File: config.mk
export PLATFORM = sky130hd
export DESIGN_NAME = mux_4_1_rr_ctrl_flat
export DESIGN_NICKNAME = d
export VERILOG_FILES = /design/src/rtl/mux_4_1_rr_ctrl_if.sv /design/src/rtl/mux_4_1_rr_ctrl.sv /design/src/flat_wrapper.sv
export SDC_FILE = /design/constraint.sdc
export NUM_CORES = 1
export LEC_CHECK = 0
export CAP_MARGIN = 25
export CORE_MARGIN = 3
export CORE_UTILIZATION = 30
export CTS_CLUSTER_DIAMETER = 120
export DETAILED_ROUTE_END_ITERATION = 6
export PLACE_DENSITY = 0.71
export SLEW_MARGIN = 20
export SYNTH_ARGS = -nofsm -noshare
export SYNTH_HDL_FRONTEND = slang
export SYNTH_SLANG_ARGS = --single-unit
File: constraint.sdc
create_clock -name clk -period 2.8 [get_ports clk]
set_input_delay 0.28 -clock clk [delete_from_list [all_inputs] [get_ports clk]]
set_output_delay 0.28 -clock clk [all_outputs]
set_load 0.02 [all_outputs]
File: src/rtl/mux_4_1_rr_ctrl_if.sv
// Bundle between the round-robin capture controller, the 4:1 mux and the downstream consumer.
// master = controller side, slave = environment (sources, mux, sink).
interface mux_4_1_rr_ctrl_if #(
  parameter int unsigned W = 4
);
  logic [3:0]   req;
  logic [3:0]   gnt;
  logic [1:0]   sel;
  logic [W-1:0] mux_y;
  logic         out_valid;
  logic         out_ready;
  logic [W-1:0] out_data;
  logic [1:0]   out_chan;

  modport master (
    input  req, mux_y, out_ready,
    output gnt, sel, out_valid, out_data, out_chan
  );

  modport slave (
    output req, mux_y, out_ready,
    input  gnt, sel, out_valid, out_data, out_chan
  );
endinterface

File: src/rtl/mux_4_1_rr_ctrl.sv
// Round-robin arbiter driving the mux_4_1 select, with a one-entry valid/ready capture register
// for the selected word.
module mux_4_1_rr_ctrl #(
  parameter int unsigned W = 4
) (
  input logic               clk,
  input logic               rst,
  mux_4_1_rr_ctrl_if.master bus
);
  logic [1:0]   ptr;
  logic [1:0]   winner;
  logic         found;
  logic         space;
  logic [1:0]   idx;
  logic [3:0]   gnt_c;
  logic         valid_q;
  logic [W-1:0] data_q;
  logic [1:0]   chan_q;

  // Search ptr+1 .. ptr+4 (== ptr); with no request winner stays at ptr so sel is quiet on idle.
  always_comb begin
    winner = ptr;
    found  = 1'b0;
    idx    = ptr;
    for (int unsigned k = 1; k <= 4; k++) begin
      idx = ptr + 2'(k);
      if (!found && bus.req[idx]) begin
        winner = idx;
        found  = 1'b1;
      end
    end
  end

  assign space = !valid_q || bus.out_ready;

  // Reset also suppresses the grant so no source believes it was accepted on a reset edge.
  always_comb begin
    gnt_c = '0;
    if (!rst && found && space) gnt_c[winner] = 1'b1;
  end

  always_ff @(posedge clk) begin
    if (rst) begin
      valid_q <= 1'b0;
      data_q  <= '0;
      chan_q  <= '0;
      ptr     <= 2'd3;
    end else if (gnt_c != '0) begin
      valid_q <= 1'b1;
      data_q  <= bus.mux_y;
      chan_q  <= winner;
      ptr     <= winner;
    end else if (bus.out_ready) begin
      valid_q <= 1'b0;
    end
  end

  assign bus.gnt       = gnt_c;
  assign bus.sel       = winner;
  assign bus.out_valid = valid_q;
  assign bus.out_data  = data_q;
  assign bus.out_chan  = chan_q;
endmodule

File: src/flat_wrapper.sv
// flat-port wrapper written by rule: the top's interface ports become plain ports
module mux_4_1_rr_ctrl_flat 
#(
  parameter int unsigned W = 4
)
  (clk, rst, bus_req, bus_mux_y, bus_out_ready, bus_gnt, bus_sel, bus_out_valid, bus_out_data, bus_out_chan);
  mux_4_1_rr_ctrl_if #(.W(W)) bus_i ();
  input logic clk;
  input logic rst;
  input wire logic [$bits(bus_i.req)-1:0] bus_req;
  input wire logic [$bits(bus_i.mux_y)-1:0] bus_mux_y;
  input wire logic [$bits(bus_i.out_ready)-1:0] bus_out_ready;
  output wire logic [$bits(bus_i.gnt)-1:0] bus_gnt;
  output wire logic [$bits(bus_i.sel)-1:0] bus_sel;
  output wire logic [$bits(bus_i.out_valid)-1:0] bus_out_valid;
  output wire logic [$bits(bus_i.out_data)-1:0] bus_out_data;
  output wire logic [$bits(bus_i.out_chan)-1:0] bus_out_chan;
  assign bus_i.req = bus_req;
  assign bus_i.mux_y = bus_mux_y;
  assign bus_i.out_ready = bus_out_ready;
  assign bus_gnt = bus_i.gnt;
  assign bus_sel = bus_i.sel;
  assign bus_out_valid = bus_i.out_valid;
  assign bus_out_data = bus_i.out_data;
  assign bus_out_chan = bus_i.out_chan;
  mux_4_1_rr_ctrl #(.W(W)) u_core (.clk(clk), .rst(rst), .bus(bus_i));
endmodule
; Yosys cells after proc, flatten, opt, wreduce, memory -nomap -nowiden
; Index checks and enable logic that the tools add are counted.
; W data, S select, Z words.
[word_totals]
input_bits = 11
wordCells = 48
out_inout_bits = 13
ff_bits = 9
[classes]
magnitude_cmp = 6
add_sub_neg = 3
n_reduce_logical = 14
mux = 21
[ops]
columns = operator, n
row1 = $lt A2 B3 Y1 const B, 5
row2 = $mux W1, 11
row3 = $bmux W1 S2, 4
row4 = $mux W2, 4
row5 = $logic_and A1 B1 Y1, 6
row6 = $logic_not A1 Y1, 5
row7 = $add A2 B2 Y2 const B, 2
row8 = $mux W4, 1
row9 = $reduce_bool A4 Y1, 1
row10 = $add A2 B1 Y2 const B, 1
row11 = $demux W1 S2, 1
row12 = $ge A2 B1 Y1 const B, 1
row13 = $reduce_bool A2 Y1, 1
row14 = $logic_or A1 B1 Y1, 1

; Longest topological paths before layout
; Gate-level depths: netlist of the first run.
[depth]
depth_word = 20
depth_mapped = 5
ltp_nobuf = 5

; Worst setup path after synthesis of the first run
; No wires, ideal clock.
[synth_timing]
path_kind = flip-flop to output port
from = register u_core.valid_q, in the netlist u_core.bus.out_valid
to = output bus_gnt[1]
path_buffers = 1
t_arrival_ns = 1.540
slack_ns = 0.980
path_stages_with_launch = 5
required_time_ns = 2.520
cell_sequence = dfxtp_1 -> nor2b_1 -> or2_1 -> buf_6 -> nor4_1
[synth_via]
elab_chain_len = 4
[synth_lines]
columns = element, line
row1 = "start, declared", mux_4_1_rr_ctrl.sv:16  ; logic valid_q;
row2 = "start signal, assigned", mux_4_1_rr_ctrl.sv:44  ; valid_q <= 1'b0;
row3 = "start signal, assigned", mux_4_1_rr_ctrl.sv:49  ; valid_q <= 1'b1;
row4 = "start signal, assigned", mux_4_1_rr_ctrl.sv:54  ; valid_q <= 1'b0;
row5 = $logic_not A1 Y1, mux_4_1_rr_ctrl.sv:34  ; assign space = !valid_q || bus.out_ready;
row6 = $logic_or A1 B1 Y1, mux_4_1_rr_ctrl.sv:34
row7 = $logic_and A1 B1 Y1, mux_4_1_rr_ctrl.sv:39  ; if (!rst && found && space) gnt_c[winner] = 1'b1;
row8 = $mux W4, mux_4_1_rr_ctrl.sv:39
row9 = "end, declared", flat_wrapper.sv:13  ; output wire logic [$bits(bus_i.gnt)-1:0] bus_gnt;
; No other way between the ends.

; Final worst setup path of the first run
[layout_timing]
from = input bus_req[0]
to = output bus_gnt[2]
[layout_via]
elab_chain_len = 17
word_cells_on_any_way = 30
classes_between = 2 x order compare / 19 x mux / 9 x reduce/logical
[layout_lines]
columns = element, line
row1 = "start, declared", flat_wrapper.sv:10  ; input wire logic [$bits(bus_i.req)-1:0] bus_req;
row2 = $bmux W1 S2, mux_4_1_rr_ctrl.sv:27  ; if (!found && bus.req[idx]) begin
row3 = $mux W1 (not written as such), mux_4_1_rr_ctrl.sv:27
row4 = $mux W1, mux_4_1_rr_ctrl.sv:27
row5 = $logic_not A1 Y1, mux_4_1_rr_ctrl.sv:27
row6 = $logic_and A1 B1 Y1, mux_4_1_rr_ctrl.sv:27
row7 = $mux W1, mux_4_1_rr_ctrl.sv:27
row8 = $logic_not A1 Y1, mux_4_1_rr_ctrl.sv:27
row9 = $logic_and A1 B1 Y1, mux_4_1_rr_ctrl.sv:27
row10 = $mux W1, mux_4_1_rr_ctrl.sv:27
row11 = $logic_not A1 Y1, mux_4_1_rr_ctrl.sv:27
row12 = $logic_and A1 B1 Y1, mux_4_1_rr_ctrl.sv:27
row13 = $mux W2, mux_4_1_rr_ctrl.sv:27
row14 = $lt A2 B3 Y1 (not written as such) or $ge A2 B1 Y1 (tied branches), mux_4_1_rr_ctrl.sv:39
row15 = $logic_and A1 B1 Y1 (not written as such), mux_4_1_rr_ctrl.sv:39
row16 = $mux W1 (not written as such), mux_4_1_rr_ctrl.sv:39
row17 = $demux W1 S2, -
row18 = $mux W4 (*), mux_4_1_rr_ctrl.sv:39
; Mark *: on every way between the ends. The rest lies on a longest branch, timed or not. The select of a mux whose other input is x is not followed.

==> metrics.txt, run 1 <==
# TYPE chip_impl_metric gauge
chip_impl_info{name="run_status",value="completed"} 1
chip_impl_metric{name="port_buffers",unit=""} 23
chip_impl_metric{name="globalRouteOverflowTotal",unit=""} 0
chip_impl_metric{name="placed_cell_count",unit=""} 99
chip_impl_metric{name="timing.reg2reg.setup_slack",unit="ns"} 1.47
chip_impl_metric{name="dieArea",unit="mm2"} 0.002237
chip_impl_metric{name="number_of_global_route_vias_before_repair",unit=""} 423
chip_impl_metric{name="number_of_max_slew_violations_in_the_final_report",unit=""} 0
chip_impl_metric{name="filler_cell_count",unit=""} 148
chip_impl_metric{name="layout-drive-gt1-share",unit="%"} 24.14
chip_impl_metric{name="synth_top_area_share",unit="%"} 35.21
chip_impl_metric{name="cts.path.max_buffers",unit=""} 2
chip_impl_metric{name="grt.total_usage",unit="%"} 11.65
chip_impl_metric{name="cap_viol_max_count",unit=""} 0
chip_impl_metric{name="start_util",unit="%"} 32.83
chip_impl_metric{name="worstRegToRegCells",unit=""} 4
chip_impl_metric{name="comb_power_share",unit="%"} 36.9
chip_impl_metric{name="share_clk_of_total_power",unit="%"} 25.5
chip_impl_metric{name="maxClockFrequency",unit="MHz"} 389.2
chip_impl_metric{name="ys_seq_elements",unit=""} 9
chip_impl_metric{name="insertedDiodeCount",unit=""} 0
chip_impl_info{name="timing.setup.critical_path_class",value="in2out"} 1
chip_impl_metric{name="p_per_area",unit="mW/mm2"} 504.3
chip_impl_metric{name="required",unit="ns"} 2.52
chip_impl_metric{name="final_cells",unit=""} 103
chip_impl_metric{name="final.period_utilization",unit="%"} 91.75
chip_impl_metric{name="max_stage_delay",unit="ns"} 0.65
chip_impl_metric{name="final_period_minus_worst_setup_slack",unit="ns"} 2.569
chip_impl_metric{name="finClkSkew",unit="ns"} 0.0006624
chip_impl_metric{name="globalplace.congestion",unit=""} 0.7253
chip_impl_metric{name="drt-vias-per-instance",unit=""} 4.854
chip_impl_metric{name="synth_fp_nets",unit=""} 71
chip_impl_metric{name="grt_max_degree",unit=""} 10
chip_impl_metric{name="total_power",unit="mW"} 0.3975
chip_impl_info{name="worst_setup_path_endpoint",value="bus_gnt[2]"} 1
chip_impl_metric{name="synthCells",unit=""} 60
chip_impl_metric{name="critPathMaxFanout",unit=""} 5
chip_impl_metric{name="yosysWarnings",unit=""} 0
chip_impl_metric{name="drt_iter0_drc",unit=""} 6
chip_impl_metric{name="place.detailed.hpwl",unit="um"} 930.8
chip_impl_metric{name="stdcell_area",unit="um2"} 788.3
chip_impl_info{name="min_path_type",value="reg2reg"} 1
chip_impl_info{name="critical_path.most_common_cell",value="sky130_fd_sc_hd__clkdlybuf4s50_1"} 1
chip_impl_metric{name="area.growth.synth_to_final",unit="%"} 54.03
chip_impl_info{name="rsz_0062_raised_after_global_routing",value="false"} 1
chip_impl_info{name="synthTopCellsByArea",value="sky130_fd_sc_hd__dfxtp_1 35%, sky130_fd_sc_hd__a21oi_2 8.6%, sky130_fd_sc_hd__nor4_2 7.3%"} 1
chip_impl_info{name="endpoint_of_the_lowest_slack_register_to_register_path",value="u_core.bus.out_chan[0]"} 1
chip_impl_info{name="yosysTopAreaCell",value="sky130_fd_sc_hd__dfxtp_1"} 1
chip_impl_info{name="ys.flop_type",value="sky130_fd_sc_hd__dfxtp_1"} 1
chip_impl_metric{name="cts_h_tree_depth",unit=""} 1
chip_impl_metric{name="setup_viol_count_final",unit=""} 0
chip_impl_metric{name="cts_num_sinks",unit=""} 9
chip_impl_metric{name="synth_async_sr_flop_share",unit="%"} 0
chip_impl_metric{name="intPower",unit="mW"} 0.2668
chip_impl_info{name="ctsRootBufferMaster",value="sky130_fd_sc_hd__clkbuf_4"} 1
chip_impl_metric{name="power_switching",unit="mW"} 0.1308
chip_impl_metric{name="synth_enable_flop_cells",unit=""} 0
chip_impl_metric{name="tightestPinTransition",unit="ns"} 0.5864
chip_impl_info{name="timing.rr.start",value="u_core.bus.out_valid"} 1
chip_impl_metric{name="first_pass_grt_wire_length",unit="um"} 1814
chip_impl_metric{name="timing_hold_violations_final",unit=""} 0
chip_impl_metric{name="sequential_power_share",unit="%"} 37.6
chip_impl_metric{name="die_width",unit="um"} 47.30
chip_impl_metric{name="antenna_violations_before_repair",unit=""} 0
chip_impl_info{name="crit_path_cell_trace",value="clkdlybuf4s50_1 > and3b_1 > nor3_4 > inv_2 > nor4_2 > clkdlybuf4s50_1"} 1
chip_impl_metric{name="post_cts_resized",unit=""} 0
chip_impl_metric{name="syn_area_per_cell",unit="um2"} 8.529
chip_impl_metric{name="crit_arrival",unit="ns"} 2.29
chip_impl_metric{name="drt-pass1-iter-count",unit=""} 3
chip_impl_metric{name="num-nets-final",unit=""} 99
chip_impl_metric{name="final_wirelength",unit="um"} 1166
chip_impl_metric{name="floorplan.core_area",unit="mm2"} 0.001559
chip_impl_info{name="hp-start",value="u_core.bus.out_data[0]"} 1
chip_impl_metric{name="finalSetupTns",unit="ns"} 0
chip_impl_metric{name="ant_nets",unit=""} 0
chip_impl_metric{name="rows",unit=""} 14
chip_impl_metric{name="netSwitchingFraction",unit="%"} 32.89
chip_impl_metric{name="cts_setup_buffers",unit=""} 0
chip_impl_metric{name="design.portCount",unit=""} 24
chip_impl_metric{name="vias",unit=""} 500
chip_impl_info{name="worst_setup_path_end_kind",value="output port"} 1
chip_impl_metric{name="cts_made_buffers",unit=""} 3
chip_impl_metric{name="wl_per_cell",unit="um"} 11.32
chip_impl_metric{name="finish.utilization",unit="%"} 50.56
chip_impl_metric{name="post_detailed_route_drc_marker_count",unit=""} 0
chip_impl_metric{name="timing.slew.headroom",unit="%"} 60.77
chip_impl_info{name="cts_tree",value="built"} 1
chip_impl_metric{name="hold_buffers",unit=""} 0
chip_impl_metric{name="clk_transition_reported_paths",unit="ns"} 0.06
chip_impl_metric{name="synth.lib_cells_used.distinct",unit=""} 24
chip_impl_info{name="crit_path_start_kind",value="primary input"} 1
chip_impl_metric{name="yosysSeqAreaShare",unit="%"} 35.21
chip_impl_metric{name="cellLeakagePower",unit="nW"} 0.2971
chip_impl_metric{name="synth.cell_area",unit="um2"} 511.7
chip_impl_metric{name="clkLatencyLatePin",unit="ns"} 0.26
chip_impl_metric{name="place_area",unit="um2"} 762.0
chip_impl_info{name="max_stage_delay_cell_worst_path",value="sky130_fd_sc_hd__clkdlybuf4s50_1"} 1
chip_impl_metric{name="peakVddDrop",unit="V"} 0.0003019
chip_impl_metric{name="chipHeight",unit="um"} 47.30
chip_impl_info{name="timing.critical_path.from",value="bus_req[0]"} 1
[synth_stat cells, drive strengths merged (2+ instances only)]
cell and instances:
o21ai 2, a211oi 2, nor2 5, inv 3, nor2b 2, nand2b 4, a21oi 8, or2 2
nor3 4, nor4 5, dfxtp 9, nand2 9
[layer usage]
| metal | GRT usage (%) | up-vias | routed length, um |
|---|---|---|---|
| li1 | - | 264 | - |
| met1 | 15.23 | 222 | 554 |
| met2 | 16.84 | 12 | 529 |
| met3 | 6.897 | 2 | 71 |
| met4 | 1.657 | 0 | 10 |
| met5 | 0 | - | 0 |
[per-stage QoR]
step | worst slack, ns | hold slack, ns
after floorplan | 0.9798 | 0.4248
after global placement | 0.2346 | 0.4491
after detailed placement | 0.2288 | 0.4510
after CTS | 0.2262 | 0.4605
after global routing | 0.1039 | 0.4702
final | 0.2309 | 0.4574
[cell families after synthesis]
logic type / share of synthesized area (%)
buffers and inverters: 5.133
flip-flops: 35.21
AO/OA/AOI/OAI: 19.56
AND/OR/NAND/NOR: 40.10
[state kept, by name, summed over array words and instances, names as in the netlist]
register / flops
u_core.bus.out_data: 4
u_core.ptr: 2
u_core.bus.out_chan: 2
u_core.bus.out_valid: 1
[critical path: cells and delay by family]
kind	cells	cell delay [ns]
AND/OR/NAND/NOR	3	0.74
buffers and inverters	3	1.27
[worst min-delay path by stage]
stage                                   endpoint  slack, ns  cells after the start
after floorplan           u_core.bus.out_data[0]       0.42                      2
after global placement    u_core.bus.out_data[0]       0.45                      2
after detailed placement  u_core.bus.out_data[0]       0.45                      2
after CTS                 u_core.bus.out_data[0]       0.46                      2
after global routing      u_core.bus.out_data[0]       0.47                      2
final                     u_core.bus.out_data[0]       0.46                      2
[layout by cell type, fill, tap and decap left out, types with 2 or more instances in the layout]
master                            instances
sky130_fd_sc_hd__clkdlybuf4s50_1         23
sky130_fd_sc_hd__nand2b_1                 4
sky130_fd_sc_hd__a211oi_1                 2
sky130_fd_sc_hd__nor2b_1                  2
sky130_fd_sc_hd__a21oi_2                  5
sky130_fd_sc_hd__inv_2                    2
sky130_fd_sc_hd__buf_4                    2
sky130_fd_sc_hd__clkbuf_4                 3
sky130_fd_sc_hd__nor2_1                   5
sky130_fd_sc_hd__nand2_2                  4
sky130_fd_sc_hd__nor4_1                   2
sky130_fd_sc_hd__dfxtp_1                  9
sky130_fd_sc_hd__nand2_1                  5
sky130_fd_sc_hd__a21oi_1                  3
sky130_fd_sc_hd__nor4_2                   3
sky130_fd_sc_hd__nor3_1                   3
[power groups by stage]
stage / Sequential (mW) / Combinational [mW] / Clock, mW
after floorplan: 0.161 / 0.0761 / 0
after global placement: 0.152 / 0.146 / 0
after detailed placement: 0.152 / 0.148 / 0
after CTS: 0.150 / 0.148 / 0.104
after global routing: 0.151 / 0.158 / 0.112
final: 0.149 / 0.147 / 0.101
[layout make-up]
class / instances / area (um2) / area share (%)
sequential: 9 / 180.2 / 22.86
tap: 16 / 20.02 / 2.540
timing repair buffer: 25 / 245.2 / 31.11
clock buffer: 4 / 26.28 / 3.333
inverter: 3 / 11.26 / 1.429
multi-input combinational: 46 / 305.3 / 38.73
No activity file was read; power rests on OpenSTA's default activity.
==> run 2: changes to the inputs <==
ABC_AREA = 1   (was unset)
PLACE_DENSITY = 0.67   (was 0.71)
==> metrics.txt, run 2 <==
# TYPE chip_impl_metric gauge
chip_impl_metric{name="clkLatencyLatePin",unit="ns"} 0.25
chip_impl_metric{name="grt_util_met2",unit="%"} 21.19
chip_impl_metric{name="critPathMaxFanout",unit=""} 9
chip_impl_metric{name="synth_async_sr_flop_share",unit="%"} 0
chip_impl_metric{name="cts_h_tree_depth",unit=""} 1
chip_impl_metric{name="final_wirelength",unit="um"} 1507
chip_impl_metric{name="port_buffers",unit=""} 23
chip_impl_metric{name="yosysWarnings",unit=""} 0
chip_impl_metric{name="synth_enable_flop_cells",unit=""} 0
chip_impl_info{name="post_synth_most_frequent_cells",value="31 x sky130_fd_sc_hd__nand2_1, 12 x sky130_fd_sc_hd__nor2_1, 9 x sky130_fd_sc_hd__dfxtp_1"} 1
chip_impl_info{name="cts_tree",value="built"} 1
chip_impl_metric{name="crit_arrival",unit="ns"} 2.26
chip_impl_info{name="yosysTopAreaCell",value="sky130_fd_sc_hd__dfxtp_1"} 1
chip_impl_metric{name="number_of_max_slew_violations_in_the_final_report",unit=""} 0
chip_impl_info{name="rsz_0062_raised_after_global_routing",value="false"} 1
chip_impl_metric{name="syn_area_per_cell",unit="um2"} 6.556
chip_impl_metric{name="worst_path_setup_slack_after_routing",unit="ns"} 0.2586
chip_impl_metric{name="global_route.usage.met1",unit="%"} 17.31
chip_impl_metric{name="cap_viol_max_count",unit=""} 0
chip_impl_metric{name="timing.slew.headroom",unit="%"} 82.65
chip_impl_metric{name="wl_per_cell",unit="um"} 10.25
chip_impl_metric{name="cts_num_sinks",unit=""} 9
chip_impl_metric{name="globalRouteOverflowTotal",unit=""} 0
chip_impl_info{name="crit_path_start_kind",value="primary input"} 1
chip_impl_metric{name="total_power",unit="mW"} 0.9046
chip_impl_metric{name="filler_cell_count",unit=""} 196
chip_impl_metric{name="synth_top_area_share",unit="%"} 28.63
chip_impl_info{name="ys.flop_type",value="sky130_fd_sc_hd__dfxtp_1"} 1
chip_impl_metric{name="dpl_worst_slack",unit="ns"} 0.2305
chip_impl_info{name="top_usage_layer",value="met2"} 1
chip_impl_info{name="mostFrequentLayoutCell",value="sky130_fd_sc_hd__nand2_1"} 1
chip_impl_metric{name="maxClockFrequency",unit="MHz"} 393.5
chip_impl_metric{name="required",unit="ns"} 2.52
chip_impl_metric{name="synth.lib_cells_used.distinct",unit=""} 21
chip_impl_metric{name="grt_max_degree",unit=""} 10
chip_impl_metric{name="rows",unit=""} 15
chip_impl_info{name="ctsRootBufferMaster",value="sky130_fd_sc_hd__clkbuf_4"} 1
chip_impl_metric{name="synth_fp_nets",unit=""} 107
chip_impl_metric{name="cts_made_buffers",unit=""} 3
chip_impl_metric{name="synthCells",unit=""} 96
chip_impl_metric{name="finClkSkew",unit="ns"} 0.004651
chip_impl_metric{name="cellLeakagePower",unit="nW"} 0.4162
chip_impl_metric{name="globalplace.congestion",unit=""} 0.8389
chip_impl_metric{name="finalSetupTns",unit="ns"} 0
chip_impl_metric{name="hold_buffers",unit=""} 0
chip_impl_metric{name="synth.cell_area",unit="um2"} 629.4
chip_impl_metric{name="cts.path.max_buffers",unit=""} 2
chip_impl_metric{name="drt-pass1-iter-count",unit=""} 4
chip_impl_metric{name="first_pass_grt_wire_length",unit="um"} 2739
chip_impl_metric{name="clk_transition_reported_paths",unit="ns"} 0.06
chip_impl_metric{name="largest_register_ffs",unit=""} 4
chip_impl_metric{name="vias",unit=""} 664
chip_impl_metric{name="number_of_global_route_vias_before_repair",unit=""} 688
chip_impl_metric{name="grt.total_usage",unit="%"} 12.98
chip_impl_info{name="final_cell_mix",value="31 x sky130_fd_sc_hd__nand2_1, 23 x sky130_fd_sc_hd__clkdlybuf4s50_1, 12 x sky130_fd_sc_hd__nor2_1"} 1
chip_impl_metric{name="dieArea",unit="mm2"} 0.002683
chip_impl_metric{name="p_per_area",unit="mW/mm2"} 991.8
chip_impl_info{name="worst_setup_path_end_kind",value="output port"} 1
chip_impl_metric{name="insertedDiodeCount",unit=""} 0
chip_impl_metric{name="timing_hold_violations_final",unit=""} 0
chip_impl_metric{name="drt_iter0_drc",unit=""} 9
chip_impl_metric{name="chipHeight",unit="um"} 51.80
chip_impl_metric{name="peakVddDrop",unit="V"} 0.0004173
chip_impl_metric{name="yosysSeqAreaShare",unit="%"} 28.63
chip_impl_metric{name="place.detailed.hpwl",unit="um"} 1178
chip_impl_metric{name="ant_nets",unit=""} 0
chip_impl_metric{name="floorplan.core_area",unit="mm2"} 0.001858
chip_impl_info{name="synthTopCellsByArea",value="sky130_fd_sc_hd__dfxtp_1 29%, sky130_fd_sc_hd__nand2_1 18%, sky130_fd_sc_hd__nand2_4 8.9%"} 1
chip_impl_metric{name="post_detailed_route_drc_marker_count",unit=""} 0
chip_impl_metric{name="area.growth.synth_to_final",unit="%"} 44.93
chip_impl_metric{name="final_period_minus_worst_setup_slack",unit="ns"} 2.541
chip_impl_metric{name="layout-drive-gt1-share",unit="%"} 22.13
chip_impl_metric{name="antenna_violations_before_repair",unit=""} 0
chip_impl_info{name="run_status",value="completed"} 1
chip_impl_metric{name="num-nets-final",unit=""} 134
chip_impl_metric{name="start_util",unit="%"} 33.87
chip_impl_metric{name="final.period_utilization",unit="%"} 90.77
chip_impl_info{name="min_path_type",value="reg2reg"} 1
chip_impl_metric{name="groute.layer.met3.usage",unit="%"} 2.292
chip_impl_metric{name="setup_viol_count_final",unit=""} 0
chip_impl_info{name="synth_most_common_cell",value="sky130_fd_sc_hd__nand2_1"} 1
chip_impl_metric{name="tightestPinTransition",unit="ns"} 0.2602
chip_impl_metric{name="die_width",unit="um"} 51.80
chip_impl_info{name="timing.setup.critical_path_class",value="in2out"} 1
chip_impl_metric{name="drt-vias-per-instance",unit=""} 4.517
chip_impl_metric{name="ys_seq_elements",unit=""} 9
chip_impl_metric{name="final_hold_slack",unit="ns"} 0.4807
chip_impl_metric{name="design.portCount",unit=""} 24
[run 2: cell types whose count changed in the layout (fill, tap and decap cells not counted), sizes merged, moves of 4 or more]
| cell | before | now |
|---|---|---|
| nand3 | 0 | 9 |
| nor2 | 5 | 13 |
| nand2 | 9 | 43 |
| nor3 | 4 | 0 |
| o21ai | 2 | 6 |
| a21oi | 8 | 4 |
| inv | 3 | 7 |
| nand2b | 4 | 0 |
| nor4 | 5 | 0 |
[run 2: area by class of cell]
cell class	count	area (um2)	area share (%)
clock buffer	4	26.28	2.881
inverter	9	42.54	4.664
multi-input combinational	77	399.1	43.76
sequential	9	182.7	20.03
tap	25	31.28	3.429
timing repair buffer	23	230.2	25.24
[run 2: worst paths after layout]
path	start	to	slack [ns]	cells past startpoint
worst max-delay path	bus_req[0]	bus_gnt[2]	0.26	12
worst min-delay path	u_core.bus.out_chan[0]	u_core.bus.out_chan[0]	0.48	2
worst max register to register	u_core.ptr[0]	u_core.ptr[0]	1.31	11
worst min register to register	u_core.bus.out_chan[0]	u_core.bus.out_chan[0]	0.48	2
[run 2: per-layer routing]
layer  wire (um)  vias to the layer above
met5           0                        -
met3         107                        2
met4          13                        0
met1         718                      278
met2         668                       26
li1            -                      358
[run 2: logic make-up after synthesis]
| family | after synthesis | synth area share [%] |
|---|---|---|
| compound gates | 11 | 11.13 |
| simple gates | 66 | 52.29 |
| flops | 9 | 28.63 |
| buf+inv | 10 | 7.951 |
[run 2: what timing repair did]
item | 4_1_cts | 5_1_grt
buffers inserted | 0 | 0
resized for setup | 0 | 2
setup endpoints to repair | 0 | 4
[run 2: through the flow]
step / cell area, um2 / util (%) / cells
after CTS: 909.6 / 48.96 / 147
after global placement: 883.3 / 47.54 / 143
after global routing: 912.1 / 49.09 / 147
after floorplan: 629.4 / - / 96
after detailed placement: 883.3 / 47.54 / 143
final: 912.1 / 49.09 / 147
[run 2: power breakdown]
| group | internal [mW] | switching [mW] | total (mW) | leakage [nW] |
|---|---|---|---|---|
| sequential | 0.161 | 0.0327 | 0.193 | 0.0740 |
| combinational | 0.248 | 0.370 | 0.618 | 0.327 |
| clock | 0.0545 | 0.0385 | 0.0930 | 0.0150 |
[run 2: critical path: stages]
cell and delay (ns):
sky130_fd_sc_hd__clkdlybuf4s50_1 0.48, sky130_fd_sc_hd__nand2_1 0.07, sky130_fd_sc_hd__nand2_2 0.11, sky130_fd_sc_hd__nand2_1 0.07
sky130_fd_sc_hd__nand2_2 0.08, sky130_fd_sc_hd__inv_1 0.05, sky130_fd_sc_hd__nand3_2 0.08, sky130_fd_sc_hd__nand2_4 0.09
sky130_fd_sc_hd__inv_4 0.13, sky130_fd_sc_hd__nand3_1 0.10, sky130_fd_sc_hd__nor2_1 0.10, sky130_fd_sc_hd__clkdlybuf4s50_1 0.62
